--- src/rtl/cajero_automatico_param.sv ---
// ATM controller: card acceptance, N-digit PIN with attempt blocking, multi-transaction session with per-session withdrawal limit.
// Optional inactivity timeout enabled by defining CAJERO_TIMEOUT_EN; all outputs registered, responses one cycle after the strobe.
module cajero_automatico_param #(
  parameter int PIN_DIGITS     = 4,
  parameter int MAX_INTENTOS   = 3,
  parameter int MONTO_W        = 32,
  parameter int BALANCE_W      = 64,
  parameter int LIMITE_RETIRO  = 500000,
  parameter int TIMEOUT_CICLOS = 1000
) (
  input  logic                    clk,
  input  logic                    reset,
  input  logic                    tarjeta_recibida,
  input  logic                    digito_stb,
  input  logic [3:0]              digito,
  input  logic [4*PIN_DIGITS-1:0] pin_correcto,
  input  logic                    trans_stb,
  input  logic [1:0]              tipo_trans,
  input  logic [MONTO_W-1:0]      monto,
  input  logic [BALANCE_W-1:0]    balance_inicial,
  output logic                    sesion_activa,
  output logic                    pin_incorrecto,
  output logic                    advertencia,
  output logic                    bloqueo,
  output logic [BALANCE_W-1:0]    balance_actualizado,
  output logic                    balance_stb,
  output logic                    entregar_dinero,
  output logic                    fondos_insuficientes,
  output logic                    limite_excedido,
  output logic                    sesion_expirada
);
  localparam int PW = 4 * PIN_DIGITS;
  localparam int DW = $clog2(PIN_DIGITS + 1);
  localparam int AW = $clog2(MAX_INTENTOS + 1);
  localparam logic [BALANCE_W:0] LIMITE = (BALANCE_W + 1)'(LIMITE_RETIRO);

  typedef enum logic [1:0] {IDLE, PIN, SESION, BLOQUEO} estado_t;

  estado_t                state_q, state_d;
  logic [PW-1:0]          pin_q, pin_d, pin_shift;
  logic [DW-1:0]          dig_q, dig_d;
  logic [AW-1:0]          int_q, int_d, int_inc;
  logic [BALANCE_W-1:0]   bal_q, bal_d, acc_q, acc_d, monto_ext;
  logic [BALANCE_W:0]     dep_sum, ret_sum;
  logic [BALANCE_W-1:0]   bal_out_q, bal_out_d;
  logic sa_q, sa_d, pi_q, pi_d, adv_q, adv_d, blq_q, blq_d;
  logic bs_q, bs_d, ent_q, ent_d, fi_q, fi_d, le_q, le_d;

  assign monto_ext = BALANCE_W'(monto);
  assign dep_sum   = {1'b0, bal_q} + {1'b0, monto_ext};
  assign ret_sum   = {1'b0, acc_q} + {1'b0, monto_ext};
  assign pin_shift = (pin_q << 4) | PW'(digito);
  assign int_inc   = int_q + AW'(1);

`ifdef CAJERO_TIMEOUT_EN
  localparam int TW = $clog2(TIMEOUT_CICLOS + 1);
  logic [TW-1:0] tmo_q, tmo_d;
  logic          exp_q, exp_d;
  assign sesion_expirada = exp_q;
`else
  // No timer exists in this build; the parameter only keeps the interface uniform.
  assign sesion_expirada = (TIMEOUT_CICLOS < 0);
`endif

  always_comb begin
    state_d = state_q;  pin_d = pin_q;  dig_d = dig_q;  int_d = int_q;
    bal_d = bal_q;  acc_d = acc_q;  bal_out_d = bal_out_q;
    sa_d = sa_q;  adv_d = adv_q;  blq_d = blq_q;
    pi_d = 1'b0;  bs_d = 1'b0;  ent_d = 1'b0;  fi_d = 1'b0;  le_d = 1'b0;
    unique case (state_q)
      IDLE: if (tarjeta_recibida) begin
        state_d = PIN;  bal_d = balance_inicial;
        dig_d = '0;  int_d = '0;  pin_d = '0;
      end
      PIN: if (digito_stb && !trans_stb) begin
        if (dig_q == DW'(PIN_DIGITS - 1)) begin
          dig_d = '0;
          pin_d = '0;
          if (pin_shift == pin_correcto) begin
            state_d = SESION;  sa_d = 1'b1;  int_d = '0;  adv_d = 1'b0;
          end else begin
            pi_d  = 1'b1;
            int_d = int_inc;
            adv_d = (int_inc == AW'(MAX_INTENTOS - 1));
            if (int_inc == AW'(MAX_INTENTOS)) begin
              state_d = BLOQUEO;  blq_d = 1'b1;  adv_d = 1'b0;
            end
          end
        end else begin
          dig_d = dig_q + DW'(1);
          pin_d = pin_shift;
        end
      end
      SESION: if (trans_stb) begin
        unique case (tipo_trans)
          2'b00: begin
            bal_d = dep_sum[BALANCE_W] ? '1 : dep_sum[BALANCE_W-1:0];
            bal_out_d = bal_d;  bs_d = 1'b1;
          end
          2'b01: begin
            // Funds are checked before the session limit.
            if (monto_ext > bal_q) fi_d = 1'b1;
            else if (ret_sum > LIMITE) le_d = 1'b1;
            else begin
              bal_d = bal_q - monto_ext;  acc_d = ret_sum[BALANCE_W-1:0];
              bal_out_d = bal_d;  bs_d = 1'b1;  ent_d = 1'b1;
            end
          end
          2'b10: begin
            bal_out_d = bal_q;  bs_d = 1'b1;
          end
          default: begin
            state_d = IDLE;  sa_d = 1'b0;  acc_d = '0;
          end
        endcase
      end
      default: ;
    endcase
`ifdef CAJERO_TIMEOUT_EN
    tmo_d = '0;
    exp_d = 1'b0;
    if (state_q == PIN || state_q == SESION) begin
      if (digito_stb || trans_stb) tmo_d = '0;
      else if (tmo_q == TW'(TIMEOUT_CICLOS - 1)) begin
        state_d = IDLE;  exp_d = 1'b1;  sa_d = 1'b0;  acc_d = '0;
        int_d = '0;  adv_d = 1'b0;  dig_d = '0;  pin_d = '0;
      end else tmo_d = tmo_q + TW'(1);
    end
`endif
  end

  always_ff @(posedge clk) begin
    if (!reset) begin
      state_q <= IDLE;  pin_q <= '0;  dig_q <= '0;  int_q <= '0;
      bal_q <= '0;  acc_q <= '0;  bal_out_q <= '0;
      sa_q <= 1'b0;  pi_q <= 1'b0;  adv_q <= 1'b0;  blq_q <= 1'b0;
      bs_q <= 1'b0;  ent_q <= 1'b0;  fi_q <= 1'b0;  le_q <= 1'b0;
`ifdef CAJERO_TIMEOUT_EN
      tmo_q <= '0;  exp_q <= 1'b0;
`endif
    end else begin
      state_q <= state_d;  pin_q <= pin_d;  dig_q <= dig_d;  int_q <= int_d;
      bal_q <= bal_d;  acc_q <= acc_d;  bal_out_q <= bal_out_d;
      sa_q <= sa_d;  pi_q <= pi_d;  adv_q <= adv_d;  blq_q <= blq_d;
      bs_q <= bs_d;  ent_q <= ent_d;  fi_q <= fi_d;  le_q <= le_d;
`ifdef CAJERO_TIMEOUT_EN
      tmo_q <= tmo_d;  exp_q <= exp_d;
`endif
    end
  end

  assign sesion_activa        = sa_q;
  assign pin_incorrecto       = pi_q;
  assign advertencia          = adv_q;
  assign bloqueo              = blq_q;
  assign balance_actualizado  = bal_out_q;
  assign balance_stb          = bs_q;
  assign entregar_dinero      = ent_q;
  assign fondos_insuficientes = fi_q;
  assign limite_excedido      = le_q;
endmodule

--- config.mk ---
export PLATFORM = sky130hd
export DESIGN_NAME = cajero_automatico_param
export DESIGN_NICKNAME = d
export VERILOG_FILES = /design/src/rtl/cajero_automatico_param.sv
export SDC_FILE = /design/constraint.sdc
export NUM_CORES = 1
export LEC_CHECK = 0
export ABC_AREA = 1
export CAP_MARGIN = 20
export CORE_MARGIN = 2
export CORE_UTILIZATION = 38
export CTS_CLUSTER_DIAMETER = 30
export DETAILED_ROUTE_END_ITERATION = 8
export PLACE_DENSITY_LB_ADDON = 0.12
export SETUP_SLACK_MARGIN = 0.15
export SLEW_MARGIN = 30
export SYNTH_ARGS = -nofsm -noshare
export SYNTH_HDL_FRONTEND = slang
export SYNTH_SLANG_ARGS = --single-unit
--- constraint.sdc ---
create_clock -name clk -period 8.6 [get_ports clk]
set_input_delay 2.58 -clock clk [delete_from_list [all_inputs] [get_ports clk]]
set_output_delay 2.58 -clock clk [all_outputs]
set_load 0.1 [all_outputs]
==> flow_metrics.tcl, run 1 <==
set metrics [dict create \
    final_core_util_pct 46.7 \
    syn-num-nets 4310 \
    die_y_um 246 \
    antenna_found_initial 0 \
    rsz0062_at_grt "false" \
    vias 26500 \
    synthCells 4081 \
    hold_path.class "reg -> reg" \
    skew_ns 0.0246 \
    routed_via_density 5.27 \
    max_stage_delay_ns 0.63 \
    cp.required_ns 9.06 \
    drtPass1Iterations 7 \
    yosysTopAreaCell "dfxtp_1" \
    reg2reg_from "bal_q[0]" \
    grt_use_total_pct 31.3 \
    postRouteAntennaNets 0 \
    die_area_mm2 0.0605 \
    ff2ff_setup_slack_ns 4.20 \
    row_count 88 \
    crit_type "in -> reg" \
    worst_pin_slew_ns 1.01 \
    hold_viol 0 \
    crit_path_start "monto[0]" \
    crit_chain "clkdlybuf4s50_1, ha_1, inv_1, fa_1, nand2_1, o21ai_1, a21oi_1, inv_1, nand4_1, nand2_1, nand2_1, nand2_1, inv_2, nand2_1, nor2_1, inv_2, nand2_1, inv_1, nand3_2, nand2_4, nand2_2, nand2_1, nand2_1, nor2_1" \
    cpMostUsedCell "nand2_1" \
    route.detailed.drc 0 \
    die-width_um 246 \
    cp_max_fo 44 \
    finalCritPeriodShare_pct 77.9 \
    first_global_vias 24700 \
    pin_count 196 \
    start_util_pct 38.5 \
    cap_violations 0 \
    grt_overflow 0 \
    h-tree-depth 3 \
    numCtsBuffers 69 \
    antenna_cells 0 \
    cp-start-kind "primary input" \
    post_cts_resized 0 \
    core_area_mm2 0.0578 \
    path_clk_slew_ns 0.04 \
    hold_path_startpoint "dig_q[2]" \
    crit_path_end_kind "flip-flop" \
    drt_iter0_drc 2004 \
    synthesis.area_mm2 0.0223 \
    place_congestion 1.05 \
    cts_max_path_buffers 3 \
    tritoncts "yes" \
    synth_top_area_share_pct 19.7 \
    ys_types 52 \
    status "finished, final reports clean" \
    slew_viol_final 0 \
    hold_ws_ns 0.427 \
    postCtsSetupRepairBufs 0 \
    powerDensity_mw_per_mm2 305 \
    p_total_mw 8.23 \
    worst_ir_drop_vdd_uv 229 \
    drive_gt1_share_pct 5.21 \
    yosys_warnings 0 \
    grt_max_degree 98 \
    synthArstFlopShare_pct 0 \
    hold_path_depth 2 \
    seq_area_frac_synth_pct 19.7 \
    final_net_count 4440 \
    grt_pass1_wl_mm 145 \
    relSlewSlack_pct 31.9 \
    total_leakage_power_nw 13.0 \
    synth-edff-count 0 \
    area_growth_pct 21.3 \
    min_period_ns 6.70 \
    cts.sinks 219 \
    hold_buffers 0 \
    post-dp-hpwl_mm 77.0 \
    finalSetupTns_ns 0 \
    routed_wl_mm 97.2 \
    clkLatencyLatePin_ns 0.59 \
    rr_worst_depth 24 \
    avgSynthCellArea_um2 5.46 \
    cpMaxStageDelayCell "clkdlybuf4s50_1" \
    synth_area_leaders "dfxtp_1 20%, nand2_1 19%, nor2_1 10%, inv_1 9.7%, nand3_1 8.2%" \
    ys_ff_latch 219 \
    wire_per_inst_um 19.4 \
    fmax_ghz 0.149 \
    place.port_buffers 194 \
    cts-root-buf "clkbuf_16" \
    setup_viol 0 \
    synth_flop_cell "dfxtp_1" \
    arrival_ns 7.16 \
]
layout by cell type, fill, tap and decap left out, types with 5 or more instances in the layout:
cell	netlist	routed
clkinvlp_4	0	8
nand4_1	52	52
o21ai_1	10	10
clkinv_2	0	8
nor3_2	4	5
nor2_1	615	613
ha_1	103	100
nand3_2	5	5
clkbuf_8	0	10
clkbuf_16	0	71
nor4_1	18	18
o21ai_0	204	204
bufinv_16	0	8
nand2_2	7	7
inv_2	10	13
nor3_1	91	90
clkbuf_1	89	7
xnor2_1	5	5
dfxtp_1	219	219
buf_4	2	28
o211ai_1	27	27
nand3_1	367	367
a21oi_1	305	305
nand2_1	1122	1122
xor2_1	32	32
inv_1	577	574
nand3b_1	25	25
clkinv_1	6	5
a31oi_1	23	23
or2_2	15	15
a21oi_2	20	20
o21bai_1	12	12
a21o_1	6	6
mux2i_1	7	7
clkdlybuf4s50_1	0	191
a21boi_0	5	5
worst max-delay path, delay by kind of cell:
family | cells | cell delay [ns]
fa+ha+maj | 2 | 0.60
buf+inv | 6 | 1.16
simple gates | 14 | 2.42
compound gates | 2 | 0.34
cell usage after synthesis, drive strengths merged, types with 7 or more instances:
| cell type | instances |
|---|---|
| mux2i | 7 |
| ha | 103 |
| nand2 | 1132 |
| clkbuf | 90 |
| o21bai | 12 |
| nor2 | 618 |
| buf | 74 |
| nand3b | 25 |
| nand3 | 372 |
| xor2 | 32 |
| o21ai | 214 |
| nor3 | 95 |
| a31oi | 23 |
| a21oi | 325 |
| nand4 | 52 |
| dfxtp | 219 |
| nor4 | 18 |
| or2 | 17 |
| o211ai | 27 |
| inv | 587 |
where the power goes:
group | internal [mW] | leakage, nW | switching, mW
combinational | 1.18 | 10.1 | 2.98
sequential | 1.22 | 1.78 | 0.294
clock | 1.81 | 1.13 | 0.749
flip-flops by register name (all words and copies together), names as in the netlist:
| register | flops |
|---|---|
| acc_q | 64 |
| advertencia | 1 |
| bal_q | 64 |
| balance_actualizado | 64 |
| balance_stb | 1 |
| bloqueo | 1 |
| dig_q | 3 |
| entregar_dinero | 1 |
| fondos_insuficientes | 1 |
| int_q | 2 |
| limite_excedido | 1 |
| pin_incorrecto | 1 |
| pin_q | 12 |
| sesion_activa | 1 |
| state_q | 2 |
cell families (layout without fill, tap and decap cells):
| kind of cell | count (synthesis) | after routing | share of synthesized area (%) |
|---|---|---|---|
| and+or+nand+nor | 2331 | 2331 | 43.8 |
| buffers and inverters | 757 | 934 | 13.4 |
| AOI/OAI and AO/OA | 623 | 623 | 15.2 |
| DFF | 219 | 219 | 19.7 |
| adders and majority gates | 106 | 106 | 6.06 |
| xor gates and xnor gates | 37 | 37 | 1.46 |
| muxes | 7 | 7 | 0.315 |
| other | 1 | 1 | 0.0168 |
per-stage QoR:
step           instance area (µm²)  setup WS [ns]  instances
2_1_floorplan                22300           3.49       4081
4_1_cts                      27000           2.00       5023
3_3_place_gp                 24700           1.40       4905
6_report                     27000           1.90       5023
3_5_place_dp                 24700           1.41       4905
5_1_grt                      27000           1.48       5023
cell type report:
type                    count  area [µm²]
clock buffers              88        1940
inverters                 593        2230
fillers                  6433       30800
clock inverters            30         412
flip-flops and latches    219        4380
multi-input cells        3105       14900
repair buffers            223        2160
well taps                 765         957
path summary, 6_finish.rpt:
path                             endpoint
setup / recovery  balance_actualizado[13]
hold / removal                   dig_q[2]
setup reg to reg  balance_actualizado[13]
hold reg to reg                  dig_q[2]
layer usage:
layer  wire length [µm]  global-route usage (%)  vias to the layer above
met2              45800                    53.1                      866
li1                   -                       -                    13300
met3               4500                    3.41                      203
met4               6270                    18.4                        0
met5                  0                       0                        -
met1              40600                    38.1                    12100
Power figures use the tool's default switching activity.
==> inputs of run 2 (changes only) <==
==> constraint.sdc (replaced) <==
create_clock -name clk -period 5.78 [get_ports clk]
set_input_delay 1.734 -clock clk [delete_from_list [all_inputs] [get_ports clk]]
set_output_delay 1.734 -clock clk [all_outputs]
set_load 0.1 [all_outputs]
==> run 2 against run 1 <==
- via count is 2.9% higher
- clock-buffer cell count is 21 higher
- global-route usage rose by 0.21 points
- flip-flop and latch count is the same
- sequential share of layout area shrank 1.1 points
- largest cell class unchanged
- critical path depth shrank 1
==> flow_metrics.tcl, run 2 (synthesized netlist as in run 1, its figures left out) <==
set metrics [dict create \
    status "finished, final reports clean" \
    route.top_layer_used "met4" \
    intPower_mw 7.03 \
    cap_violations 0 \
    holdPathEnd "dig_q[2]" \
    reg2reg_from "acc_q[0]" \
    switching_power_mw 6.16 \
    slew_viol_final 0 \
    final_net_count 4640 \
    clkLatencyLatePin_ns 0.61 \
    cts-root-buf "clkbuf_16" \
    crit_chain "clkdlybuf4s50_1, ha_1, fa_1, nand3_2, nand2_1, nand3_1, nand3_1, nand2_1, nand3_1, nand2_1, nand2_1, a21oi_1, nand3_1, nor2_1, buf_4, nand3_1, nand2_2, nand3_2, nand2_4, buf_12, buf_4, a21oi_2, nor2_1" \
    crit_path_end_kind "flip-flop" \
    finalCritPeriodShare_pct 88.4 \
    drtPass1Iterations 8 \
    antenna_found_initial 0 \
    worst_ir_drop_vdd_uv 294 \
    area_growth_pct 29.8 \
    arrival_ns 5.64 \
    regArea_mm2 0.00438 \
    antenna_cells 0 \
    rsz0062_at_grt "false" \
    wire_per_inst_um 18.6 \
    routed_via_density 5.20 \
    fmax_ghz 0.196 \
    path_clk_slew_ns 0.04 \
    tritoncts "yes" \
    p_comb_share_pct 52.6 \
    cp.buffers_inverters 4 \
    start_util_pct 38.5 \
    switching_share_pct 46.7 \
    powerDensity_mw_per_mm2 456 \
    core_area_mm2 0.0578 \
    pin_count 196 \
    postLayoutCellArea_mm2 0.0289 \
    die_area_mm2 0.0605 \
    cp-start-kind "primary input" \
    first_global_vias 25800 \
    drive_gt1_share_pct 9.44 \
    post-dp-hpwl_mm 77.5 \
    relSlewSlack_pct 30.3 \
    drt_iter0_drc 1963 \
    layout_common_cells "1122 x nand2_1, 613 x nor2_1, 575 x inv_1" \
    h-tree-depth 3 \
    grt_max_degree 106 \
    cts.sinks 219 \
    wl_met3_mm 5.33 \
    cp_max_fo 38 \
    cpMaxStageDelayCell "clkdlybuf4s50_1" \
    postCtsSetupRepairBufs 0 \
    crit_type "in -> reg" \
    min_period_ns 5.11 \
    max_stage_delay_ns 0.47 \
    finalSetupTns_ns 0 \
    worst_pin_slew_ns 1.04 \
    postRouteAntennaNets 0 \
    row_count 88 \
    cp.required_ns 6.31 \
    cp_top_family "simple AND/OR/NAND/NOR gates" \
    die-width_um 246 \
    numPlacedInstances 5100 \
    cts_max_path_buffers 3 \
    final_common_cell "nand2_1" \
    grt_pass1_wl_mm 147 \
    numCtsBuffers 74 \
    place_congestion 1.03 \
    multi_input_area_mm2 0.0149 \
    hold_buffers 0 \
    stdcell_count 5233 \
    seqPwrFrac_pct 17.0 \
    hold_path_startpoint "dig_q[2]" \
    total_leakage_power_nw 14.1 \
    clockPowerShare_pct 30.4 \
    skew_ns 0.0224 \
    setup_viol 0 \
    wl_met2_mm 44.5 \
    post_cts_resized 0 \
    grt_overflow 0 \
    routed_wl_mm 97.1 \
    nFillCells 6310 \
    grt_use_total_pct 31.5 \
    hold_path_depth 2 \
    wl_met1_mm 39.9 \
    place.port_buffers 194 \
    hold_path.class "reg -> reg" \
    route.detailed.drc 0 \
    placed_area_mm2 0.0264 \
    hold_viol 0 \
    ff2ff_setup_slack_ns 1.99 \
    vias 27200 \
    cpMostUsedCell "nand3_1" \
    die_y_um 246 \
    regToRegEndpoint "balance_actualizado[49]" \
    rr_worst_depth 22 \
]
==> run 2: changes by cell type in the layout (fill, tap and decap cells not counted), moves of 2 or more <==
cell,change
bufinv_16,-2
clkinvlp_4,-7
clkbuf_1,+9
clkbuf_8,+7
buf_12,+22
clkinv_2,+6
clkbuf_16,+5
buf_4,+174
inv_16,+2
clkinv_4,-3
==> run 2: power by group through the flow <==
stage	clock network, mW	logic (mW)	registers (mW)
CTS	4.07	6.83	2.23
global placement	0	6.81	2.25
finish	4.01	6.94	2.24
floorplan	0	3.99	2.41
global route	4.15	7.59	2.28
detailed placement	0	6.80	2.25
==> run 2: worst max path at each step <==
| stage | from | cells past startpoint | slack [ns] | endpoint |
|---|---|---|---|---|
| final | monto[0] | 23 | 0.67 | balance_actualizado[49] |
| after CTS | monto[0] | 23 | 0.70 | balance_actualizado[49] |
| after detailed placement | monto[0] | 23 | 0.11 | balance_actualizado[49] |
| after global routing | monto[13] | 26 | 0.37 | bal_q[41] |
| after floorplan | monto[0] | 22 | 1.52 | bal_q[46] |
| after global placement | monto[0] | 23 | 0.14 | balance_actualizado[43] |
==> run 2: metal layers <==
layer  up-vias  GRT usage, %
li1      13700             -
met5         -             0
met2       949          52.4
met3       262          4.29
met1     12300          37.6
met4         0          21.6
==> run 2: cell type report <==
| class | instances | share of cell area [%] |
|---|---|---|
| clock buffer | 109 | 7.60 |
| clock inverter | 24 | 1.10 |
| inverter | 593 | 7.70 |
| tap | 765 | 3.31 |
| sequential | 219 | 15.2 |
| timing repair buffer | 418 | 13.5 |
| multi-input combinational | 3105 | 51.6 |
==> run 2: worst reg2reg max path: stages (launching register included) <==
cell	delay (ns)
dfxtp_1	0.33
ha_1	0.26
fa_1	0.44
nand3_2	0.13
nand2_1	0.12
nand3_1	0.10
nand3_1	0.26
nand2_1	0.21
nand3_1	0.08
nand2_1	0.07
nand2_1	0.09
a21oi_1	0.20
nand3_1	0.10
nor2_1	0.10
buf_4	0.15
nand3_1	0.09
nand2_2	0.16
nand3_2	0.14
nand2_4	0.16
buf_12	0.23
buf_4	0.18
a21oi_2	0.05
nor2_1	0.10
==> run 2: stage by stage <==
| stage | worst slack (ns) | hold slack, ns | utilization (%) | total power, mW |
|---|---|---|---|---|
| after floorplan | 1.52 | 0.412 | - | 6.40 |
| after global placement | 0.139 | 0.421 | 45.7 | 9.06 |
| after detailed placement | 0.105 | 0.427 | 45.7 | 9.06 |
| after CTS | 0.697 | 0.434 | 50.0 | 13.1 |
| after global routing | 0.371 | 0.459 | 50.0 | 14.0 |
| final | 0.671 | 0.434 | 50.0 | 13.2 |
==> inputs of run 3 (changes only) <==
--- a/config.mk
+++ b/config.mk
@@ -5,7 +5,6 @@
 export SDC_FILE = /design/constraint.sdc
 export NUM_CORES = 1
 export LEC_CHECK = 0
-export ABC_AREA = 1
 export CAP_MARGIN = 20
 export CORE_MARGIN = 2
 export CORE_UTILIZATION = 38
==> run 3 against run 2 <==
- synthesized cell count fell by 35%
- flip-flop and latch count unchanged
- clock power shrank 11%
- global-route usage rose by 0.82 points
- sequential share of layout area grew 0.48 points
- first-iteration DRC count is 17% higher
- wire length decreased by 8.3%
- power shrank 48%
- non-clock buffer count increased by 292
- critical endpoint is now bal_q[38]
- highest routed layer unchanged
==> flow_metrics.tcl, run 3 <==
set metrics [dict create \
    powerDensity_mw_per_mm2 243 \
    seq_area_frac_synth_pct 22.6 \
    routed_wl_mm 89.1 \
    place.port_buffers 194 \
    routed_via_density 5.94 \
    die-width_um 230 \
    postRouteAntennaNets 0 \
    nFillCells 4804 \
    ys_types 98 \
    cp.buffers_inverters 9 \
    pin_count 196 \
    final_core_util_pct 55.7 \
    cp-endpoint "bal_q[38]" \
    clkLatencyLatePin_ns 0.64 \
    skew_ns 0.0463 \
    synthTopCellsByCount "288 x nand2_1, 219 x dfxtp_1, 210 x a21oi_1, 200 x nor2_1, 158 x clkbuf_1" \
    arrival_ns 6.07 \
    cpMaxStageDelayCell "clkdlybuf4s50_1" \
    placed_area_mm2 0.0252 \
    drt_iter0_drc 2306 \
    cp_top_family "buffers and inverters" \
    cts.sinks 219 \
    place_congestion 0.967 \
    crit_path_end_kind "flip-flop" \
    relSlewSlack_pct 32.5 \
    p_total_mw 6.80 \
    crit_type "in -> reg" \
    row_count 82 \
    slew_viol_final 0 \
    reg2reg_from "acc_q[45]" \
    tritoncts "yes" \
    cap_violations 0 \
    cp_max_fo 18 \
    yosys_warnings 0 \
    worst_ir_drop_vdd_uv 224 \
    drtPass1Iterations 6 \
    yosysTopAreaCell "dfxtp_1" \
    final_net_count 3444 \
    cpMostUsedCell "buf_4" \
    cp-start-kind "primary input" \
    crit_path_start "monto[27]" \
    synth-edff-count 0 \
    wire_per_inst_um 22.6 \
    core_area_mm2 0.0503 \
    status "finished, final reports clean" \
    cts_max_path_buffers 3 \
    rr_worst_depth 16 \
    postLayoutCellArea_mm2 0.0280 \
    cts-root-buf "clkbuf_16" \
    start_util_pct 38.6 \
    fmax_ghz 0.182 \
    synthArstFlopShare_pct 0 \
    critical_path_depth 21 \
    syn-num-nets 2886 \
    layout_common_cells "493 x buf_4, 286 x nand2_1, 219 x dfxtp_1" \
    finalCritPeriodShare_pct 95.3 \
    first_global_vias 23000 \
    setup_viol 0 \
    rsz0062_at_grt "true" \
    hold_buffers 0 \
    route.detailed.drc 0 \
    synthesis.area_mm2 0.0194 \
    cp.required_ns 6.34 \
    antenna_cells 0 \
    avgSynthCellArea_um2 7.30 \
    synth_top_area_share_pct 22.6 \
    grt_use_total_pct 32.3 \
    area_growth_pct 44.5 \
    vias 23400 \
    synth_flop_cell "dfxtp_1" \
    path_clk_slew_ns 0.04 \
    die_y_um 230 \
    yosysMostFrequentCell "nand2_1" \
    total_leakage_power_nw 11.5 \
    max_stage_delay_ns 0.53 \
    hold_path.class "reg -> reg" \
    antenna_found_initial 0 \
    synth_area_leaders "dfxtp_1 23%, ha_1 6.6%, nand2_1 5.6%, a21oi_1 5.4%, xnor2_1 4.1%" \
    crit_chain "clkdlybuf4s50_1, buf_4, inv_1, ha_1, buf_4, a21oi_1, o21ai_0, a221o_1, a21oi_1, nor3b_1, nand2_2, nor4_4, buf_4, inv_1, nand3_2, o31ai_4, buf_12, buf_4, clkbuf_16, or2_2, a21oi_1" \
    die_area_mm2 0.0528 \
    post-dp-hpwl_mm 66.7 \
    final_common_cell "buf_4" \
    regToRegEndpoint "bal_q[38]" \
    grt_overflow 0 \
    min_period_ns 5.51 \
    synthCells 2657 \
    hold_viol 0 \
    ff2ff_setup_slack_ns 1.40 \
    grt_pass1_wl_mm 134 \
    grt_max_degree 126 \
    drive_gt1_share_pct 22.4 \
    ys_ff_latch 219 \
    h-tree-depth 2 \
    numCtsBuffers 61 \
    worst_pin_slew_ns 1.01 \
    hold_path_depth 2 \
]
run 3: what timing repair did:
item                       4_1_cts  5_1_grt
gates resized for setup         21       60
gates cloned                     2        4
setup endpoints to repair      193      193
pin swaps                        8       20
buffers inserted                 4        6
run 3: routing by layer:
layer  track usage, %  up-vias  share of wire, %
met5                0        -                 0
met4             15.5        0               5.2
met3             4.69      242               6.5
met2             53.0      992                45
met1             41.6    11200                43
li1                 -    11000                 -
run 3: logic make-up after synthesis:
group	synth area share (%)
AO/OA/AOI/OAI	30.6
XOR/XNOR	5.15
adder cells (fa/ha/maj)	6.96
buffers and inverters	6.79
flip-flops	22.6
multiplexers	3.51
other	0.0193
AND/OR/NAND/NOR	24.3
run 3: report_power, final:
group          switching, mW  internal, mW  leakage, nW
logic                  0.892         0.694         8.67
registers             0.0812          1.56         1.78
clock network           1.07          2.50         1.06
total                   2.05          4.75         11.5
run 3: worst min-delay path by stage:
stage / start / endpoint / slack, ns
after floorplan: acc_q[19] / acc_q[19] / 0.43
after global placement: dig_q[1] / dig_q[1] / 0.44
after detailed placement: balance_actualizado[57] / balance_actualizado[57] / 0.45
after CTS: balance_actualizado[57] / balance_actualizado[57] / 0.46
after global routing: balance_actualizado[2] / balance_actualizado[2] / 0.48
final: balance_actualizado[57] / balance_actualizado[57] / 0.46
run 3: per-stage QoR:
stage	hold WS (ns)	TNS [ns]	cells	setup slack [ns]
2_1_floorplan	0.434	0	2657	0.394
3_3_place_gp	0.444	-119.95	3808	-0.703
3_5_place_dp	0.452	-129.23	3808	-0.771
4_1_cts	0.458	0	3926	0.165
5_1_grt	0.478	0	3936	0.113
6_report	0.458	0	3936	0.273
run 3: layout make-up:
class	instances	area, µm²	area share [%]
clock buffers	80	1710	6.10
multi-input cells	2113	14100	50.2
clock inverters	32	484	1.73
well taps	672	841	3.00
flip-flops and latches	219	4380	15.6
repair buffers	710	6140	21.9
inverters	110	413	1.47
run 3: worst reg2reg max path, stage by stage, from the launching register on:
cell	delay, ns
dfxtp_1	0.54
nand4_1	0.29
nor4_2	0.67
nand3_1	0.21
a2111o_1	0.48
nor4_1	0.19
buf_4	0.16
nand4_1	0.08
a311oi_1	0.20
and4b_1	0.29
nand4_4	0.17
o31ai_4	0.27
buf_12	0.18
buf_4	0.15
clkbuf_16	0.19
o211ai_1	0.10
a21oi_1	0.15
